$ cat config.mk
export PLATFORM = sky130hd
export DESIGN_NAME = ifu_fetch_ctrl
export DESIGN_NICKNAME = d
export VERILOG_FILES = /design/src/rtl/ifu_pkg.sv /design/src/rtl/ifu_fetch_ctrl.sv
export SDC_FILE = /design/constraint.sdc
export NUM_CORES = 1
export LEC_CHECK = 0
export ABC_CLOCK_PERIOD_IN_PS = 6500
export CORE_MARGIN = 8
export CORE_UTILIZATION = 49
export CTS_CLUSTER_DIAMETER = 30
export DETAILED_ROUTE_END_ITERATION = 10
export PLACE_DENSITY = 0.85
export SLEW_MARGIN = 5
export SYNTH_ARGS = -nofsm -noshare
export SYNTH_HDL_FRONTEND = slang
export SYNTH_SLANG_ARGS = --single-unit
$ cat constraint.sdc
create_clock -name clk -period 6.5 [get_ports clk]
set_clock_uncertainty 0.2 [all_clocks]
set_input_delay 0.65 -clock clk [delete_from_list [all_inputs] [get_ports clk]]
set_output_delay 0.65 -clock clk [all_outputs]
set_load 0.02 [all_outputs]
$ cat src/rtl/ifu_pkg.sv
// Shared types and constants for the instruction-fetch controller.
package ifu_pkg;

    localparam int unsigned XLEN       = 64;
    localparam int unsigned INST_W     = 32;
    localparam logic [63:0] RESET_PC   = 64'h0000_0000_8000_0000;
    // Byte-offset bits inside one 8-byte fetch line.
    localparam int unsigned LINE_OFF_W = 3;

    typedef enum logic [1:0] {
        StIdle = 2'd0,
        StReq  = 2'd1,
        StWait = 2'd2,
        StOut  = 2'd3
    } fetch_state_e;

endpackage

$ cat src/rtl/ifu_fetch_ctrl.sv
// Fetch-stage controller: owns the PC, reads 8-byte lines from instruction
// memory, selects the 32-bit half by pc[2] and hands {pc, inst} to decode.
// Redirects flush in-flight work; a redirected request's response is drained.
// Optional macro IFU_LINE_REUSE_EN: present the upper half of a line straight
// from the latched line instead of re-reading memory.
module ifu_fetch_ctrl #(
    parameter int unsigned     XLEN     = ifu_pkg::XLEN,
    parameter logic [XLEN-1:0] RESET_PC = ifu_pkg::RESET_PC
) (
    input  logic            clk,
    input  logic            reset,
    input  logic            redirect_valid,
    input  logic [XLEN-1:0] redirect_pc,
    output logic            imem_req_valid,
    output logic [XLEN-1:0] imem_req_addr,
    input  logic            imem_req_ready,
    input  logic            imem_resp_valid,
    input  logic [XLEN-1:0] imem_resp_data,
    output logic            out_valid,
    output logic [XLEN-1:0] out_pc,
    output logic [31:0]     out_inst,
    input  logic            out_ready
);

    import ifu_pkg::*;

    fetch_state_e    state_q, state_d;
    logic [XLEN-1:0] pc_q, pc_d;
    logic [XLEN-1:0] req_addr_q, req_addr_d;
    logic [XLEN-1:0] line_q, line_d;
    logic            discard_q, discard_d;
    logic            fire;
    logic            handshake;
`ifdef IFU_LINE_REUSE_EN
    logic            line_valid_q, line_valid_d;
`endif

    // The request address is registered so a redirect cannot disturb a
    // request that memory has not yet accepted.
    assign imem_req_valid = (state_q == StReq);
    assign imem_req_addr  = req_addr_q;
    assign out_valid      = (state_q == StOut) && !redirect_valid;
    assign out_pc         = pc_q;
    assign out_inst       = pc_q[2] ? line_q[2*INST_W-1:INST_W] : line_q[INST_W-1:0];
    assign fire           = out_valid && out_ready;
    assign handshake      = imem_req_valid && imem_req_ready;

    // Next-state, PC, discard and line-latch decisions.
    always_comb begin
        state_d    = state_q;
        pc_d       = pc_q;
        discard_d  = discard_q;
        line_d     = line_q;
        req_addr_d = req_addr_q;
`ifdef IFU_LINE_REUSE_EN
        line_valid_d = line_valid_q && !redirect_valid;
`endif

        unique case (state_q)
            StIdle: begin
                state_d = StReq;
            end
            StReq: begin
                // The outstanding request cannot be withdrawn, so its
                // response has to be drained after a redirect.
                if (redirect_valid) begin
                    discard_d = 1'b1;
                end
                if (handshake) begin
                    state_d = StWait;
                end
            end
            StWait: begin
                if (imem_resp_valid) begin
                    if (discard_q || redirect_valid) begin
                        discard_d = 1'b0;
                        state_d   = StReq;
                    end else begin
                        line_d  = imem_resp_data;
                        state_d = StOut;
`ifdef IFU_LINE_REUSE_EN
                        line_valid_d = 1'b1;
`endif
                    end
                end else if (redirect_valid) begin
                    discard_d = 1'b1;
                end
            end
            StOut: begin
                if (redirect_valid) begin
                    state_d = StReq;
                end else if (fire) begin
`ifdef IFU_LINE_REUSE_EN
                    // Lower half just consumed: upper half is already latched.
                    state_d = (!pc_q[2] && line_valid_q) ? StOut : StReq;
`else
                    state_d = StReq;
`endif
                end
            end
            default: begin
                state_d = StIdle;
            end
        endcase

        if (redirect_valid) begin
            pc_d = redirect_pc;
        end else if (fire) begin
            pc_d = pc_q + XLEN'(4);
        end

        // Capture the line address only when a new request begins.
        if ((state_d == StReq) && (state_q != StReq)) begin
            req_addr_d = {pc_d[XLEN-1:LINE_OFF_W], {LINE_OFF_W{1'b0}}};
        end
    end

    // State registers with synchronous active-low reset.
    always_ff @(posedge clk) begin
        if (!reset) begin
            state_q    <= StIdle;
            pc_q       <= RESET_PC;
            req_addr_q <= {RESET_PC[XLEN-1:LINE_OFF_W], {LINE_OFF_W{1'b0}}};
            line_q     <= '0;
            discard_q  <= 1'b0;
        end else begin
            state_q    <= state_d;
            pc_q       <= pc_d;
            req_addr_q <= req_addr_d;
            line_q     <= line_d;
            discard_q  <= discard_d;
        end
    end

`ifdef IFU_LINE_REUSE_EN
    // Tracks whether the latched line still belongs to the current PC stream.
    always_ff @(posedge clk) begin
        if (!reset) begin
            line_valid_q <= 1'b0;
        end else begin
            line_valid_q <= line_valid_d;
        end
    end
`endif

endmodule

# After elaboration in Yosys (flattened, before gate mapping)

Cells that the tools add are included.

Register bits: 192
Bits in latches: 0
Bits in writable memories: 0
Memory bits (read-only): 0
Input port bits: 134
Word-level logic and storage cells: 38
Memories kept: 0

Add/sub/neg operators: 1
Multiply operators: 0
Divide/modulo/power cells: 0
Magnitude comparators: 0
Equality and inequality tests: 6
Shift-type cells: 0
Mux-type cells: 13
Bitwise operators: 1
Reductions and logical operators: 11

Operator list:

| kind                                                                   | count |
|---|---|
| 64-bit two-way mux                                                     | 2 |
| 64-bit by 3-bit adder with 64-bit output (second input constant)       | 1 |
| 32-bit two-way mux                                                     | 1 |
| 2-bit two-way mux                                                      | 5 |
| 2-bit case mux with 4 select lines                                     | 1 |
| 2-bit by 1-bit equality test with 1-bit output (second input constant) | 2 |
| 2-bit equality test (second input constant)                            | 2 |
| 1-bit logical AND                                                      | 4 |
| 2-bit nonzero test                                                     | 2 |
| 1-bit two-way mux                                                      | 3 |
| 3-bit != test (second input constant)                                  | 1 |
| 3-bit AND reduction                                                    | 1 |
| 2-bit zero test                                                        | 1 |
| 2-bit by 1-bit != test with 1-bit output (second input constant)       | 1 |
| 1-bit case mux with 2 select lines                                     | 1 |
| 2-bit AND reduction                                                    | 1 |
| 1-bit zero test                                                        | 1 |
| 1-bit logical OR                                                       | 1 |
| 1-bit NOT                                                              | 1 |

# Longest topological paths before layout

Depth in word-level cells: 8
Gate-level depth with buffers: 9
Depth with buffers taken out: 6

# Worst setup path after synthesis

Ideal clock, no wire load.

Path type: input to output
From: input redirect_valid
To: output out_valid
Arrival: 1.790 ns
Data required time: 5.650 ns
Slack: 3.860 ns
Stages: 5
Path buffers: 3
Cells stage by stage: clkbuf_1 inv_1 clkbuf_1 clkbuf_1 and3_1

Cells in the longest elaborated chain, start to end: 2

Ends and longest elaborated chain:

| what              | RTL line             | RTL |
|---|---|---|
| start, declared   | ifu_fetch_ctrl.sv:12 | `input logic redirect_valid,` |
| 1-bit zero test   | ifu_fetch_ctrl.sv:42 | `assign out_valid = (state_q == StOut) && !redirect_valid;` |
| 1-bit logical AND | ifu_fetch_ctrl.sv:42 |  |
| end, declared     | ifu_fetch_ctrl.sv:19 | `output logic out_valid,` |

Every way passes these cells.

# Worst setup path after layout

From: register pc_q[2] (netlist: out_pc[2])
To: register req_addr_q[59] (netlist: imem_req_addr[59])

Cells in the longest elaborated chain, start to end: 3

Ends and longest elaborated chain:

| what                                     | RTL line              | RTL |
|---|---|---|
| start, declared                          | ifu_fetch_ctrl.sv:28  | `logic [XLEN-1:0] pc_q, pc_d;` |
| start signal, assigned                   | ifu_fetch_ctrl.sv:128 | `pc_q <= pc_d;` |
| 64-bit by 3-bit adder with 64-bit output | ifu_fetch_ctrl.sv:109 | `pc_d = pc_q + XLEN'(4);` |
| 64-bit two-way mux                       | ifu_fetch_ctrl.sv:108 | `end else if (fire) begin` |
| 64-bit two-way mux                       | ifu_fetch_ctrl.sv:106 | `if (redirect_valid) begin` |
| end signal, assigned                     | ifu_fetch_ctrl.sv:123 | `req_addr_q <= {RESET_PC[XLEN-1:LINE_OFF_W], {LINE_OFF_W{1'b0}}};` |
| end signal, assigned                     | ifu_fetch_ctrl.sv:129 | `req_addr_q <= req_addr_d;` |
| end, declared                            | ifu_fetch_ctrl.sv:29  | `logic [XLEN-1:0] req_addr_q, req_addr_d;` |

Every way passes these cells. The select of a mux whose other input is x is not followed.
A chain may end at the register's enable or synchronous reset.

==> impl_results.md <==
- Nets: 1435
- P_leak: 4.376 nW
- Commonest cells after routing, fill and taps aside: clkdlybuf4s50_1 (290), nand2_1 (202), dfxtp_1 (192), a21oi_1 (116), nor2_1 (61)
- Row count: 48
- Worst hold path type: flip-flop to flip-flop
- Peak Freq: 296.6 MHz
- GPL Wtd Cong: 0.9008
- Ports: 296
- Mapped Cells: 1054
- Layout area overhead: 40.88%
- WP data required: 6.64 ns
- Max-cap viol count: 0
- Syn Area/Cell: 8.250 µm²
- TritonCTS clock tree: built
- Clock Sinks: 192
- Clk buf depth: 2
- Effective utilization at floorplan: 50.27%
- Fin Setup TNS: 0 ns
- WL final: 29.20 mm
- Max-slew violations: 0
- Peak supply drop: 0.0002031 V
- Critical path class: flip-flop to flip-flop
- Final setup vio count: 0
- Die X: 149.2 µm
- Synth area leaders: dfxtp_1 (44%), nand2_1 (8.7%), a21oi_1 (6.7%)
- Worst relative slew slack: 23.83%
- Startpoint type of the worst setup path: flip-flop
- Power per cell area: 236.1 mW/mm²
- Routed Antenna Nets: 0
- Core Region: 0.01730 mm²
- Grt total ovfl: 0
- DRT iter0 DRCs: 761
- Layout cell share with drive strength beyond 1: 7.927%
- Routed WL per cell: 18.95 µm
- Status: finished, final reports clean
- Asr flop ratio synth: 0%
- Setup crit end kind: flip-flop
- Distinct cell type count after synthesis: 66
- Post-synth top area cell: dfxtp_1
- Worst Path Arrival: 3.51 ns
- H-tree levels: 4
- Commonest non-fill, non-tap cell in the layout: clkdlybuf4s50_1
- Synthesized cell area: 0.008696 mm²
- Global-route wire length before repair: 45.07 mm
- Routed vias/inst: 5.692
- Final hold vios: 0
- Top-area cell type share of the netlist area: 44.20%
- Drt first pass iters: 5
- CTS Hold Bufs: 0
- CTS Buf Count: 17
- Synth Register Bits: 192
- Syn. warnings: 0
- Port Buffer Count: 292
- Die H: 149.2 µm
- Tmin final: 3.371 ns
- # DRC: 0
- Detailed placer's ending HPWL: 20.58 mm
- Worst-path clk slew: 0.07 ns
- Vias post-DR: 8771
- Power consumption: 2.893 mW
- Main synth FF type: dfxtp_1
- Number of synthesized flops with an enable pin: 0
- Largest net degree at the start of global routing: 74
- Final Cycle Share: 51.86%
- Final core utilization: 70.83%
- Gr usage total: 25.10%
- Skew-Pair Late Insertion Delay: 0.42 ns
- Final Cell Area: 0.01225 mm²
- RSZ-0062 raised after global routing: false
- CP Max Fanout: 36
- Register area share after synthesis: 44.20%
- Root Buffer: clkbuf_16
- Vias in the first global route: 8483
- Full die area: 0.02227 mm²
- Antenna violations before repair: 4
- Post-cts resize count: 0
- Post-DP Area: 0.01164 mm²
- Worst-Margin Slew: 1.132 ns
- Hold Worst Slack: 0.2513 ns
- Postcts setup bufs: 0
-- report_power, final --
| part | internal [mW] | switching (mW) |
|---|---|---|
| Clock | 0.617 | 0.457 |
| Sequential | 1.24 | 0.0656 |
| Combinational | 0.245 | 0.266 |
-- stage by stage --
stage	setup WS, ns	cells
2_1_floorplan	3.860	1056
3_3_place_gp	2.862	1506
3_5_place_dp	2.798	1506
4_1_cts	3.154	1537
5_1_grt	2.931	1541
6_report	3.129	1541
-- worst max-delay path, stage by stage (launching register included) --
cell and delay, ns:
dfxtp_1 0.31, buf_4 0.42, nand3_1 0.36, or4_4 0.67, nor4_4 0.72, and4_2 0.34, o21ai_0 0.08, a31oi_1 0.17
-- sequential cells by signal (all words and copies together), names as in the netlist --
| signal | cells |
|---|---|
| out_pc | 64 |
| line_q | 64 |
| imem_req_addr | 61 |
| discard_q | 1 |
| state_q | 2 |
-- cells by family after synthesis --
group	share of synthesized area (%)
muxes	5.180
and+or+nand+nor	24.94
AOI/OAI and AO/OA	16.40
other	0.04312
DFF	44.20
buffers and inverters	4.360
xor gates and xnor gates	4.734
adders and majority gates	0.1439
-- path summary, 6_finish.rpt --
path	startpoint	endpoint	slack, ns	cells after the start
max	out_pc[2]$_SDFFE_PN0P_	imem_req_addr[59]$_SDFFE_PN0P_	3.13	7
min	line_q[43]$_SDFFE_PN0P_	line_q[43]$_SDFFE_PN0P_	0.25	2
max reg2reg	out_pc[2]$_SDFFE_PN0P_	imem_req_addr[59]$_SDFFE_PN0P_	3.13	7
min reg2reg	line_q[43]$_SDFFE_PN0P_	line_q[43]$_SDFFE_PN0P_	0.25	2
-- layout make-up --
cell class / instances / area, µm²
fill: 1398 / 5046
multi-input combinational: 778 / 4493
sequential: 192 / 3844
timing repair buffer: 301 / 2980
clock buffer: 19 / 442.9
tap: 225 / 281.5
clock inverter: 12 / 158.9
inverter: 10 / 40.04
antenna: 4 / 10.01
-- per-layer routing --
layer | share of wire [%] | global-route usage [%]
met1 | 40 | 31.08
met2 | 48 | 40.66
met3 | 7.9 | 4.976
met4 | 3.4 | 13.18
met5 | 0 | 0
-- synthesized netlist by cell type (all sizes together) (2+ instances only) --
cell,instances
nand4,26
o211ai,5
nor3,21
and4b,2
nor2,61
or4,5
nand2,203
buf,19
a221oi,2
a31oi,15
inv,10
nand3,43
a21oi,116
clkbuf,55
dfxtp,192
a22oi,2
o22ai,11
xor2,16
o21ai,55
o31a,2
xnor2,31
a211oi,5
or3,6
and3,26
o31ai,10
a22o,8
a41oi,2
nand2b,12
and4,8
a32o,2
nor4,13
o21a,3
a211o,2
mux2,32
nor2b,3
mux2i,9
and2,10
(Power assumes the default switching activity.)
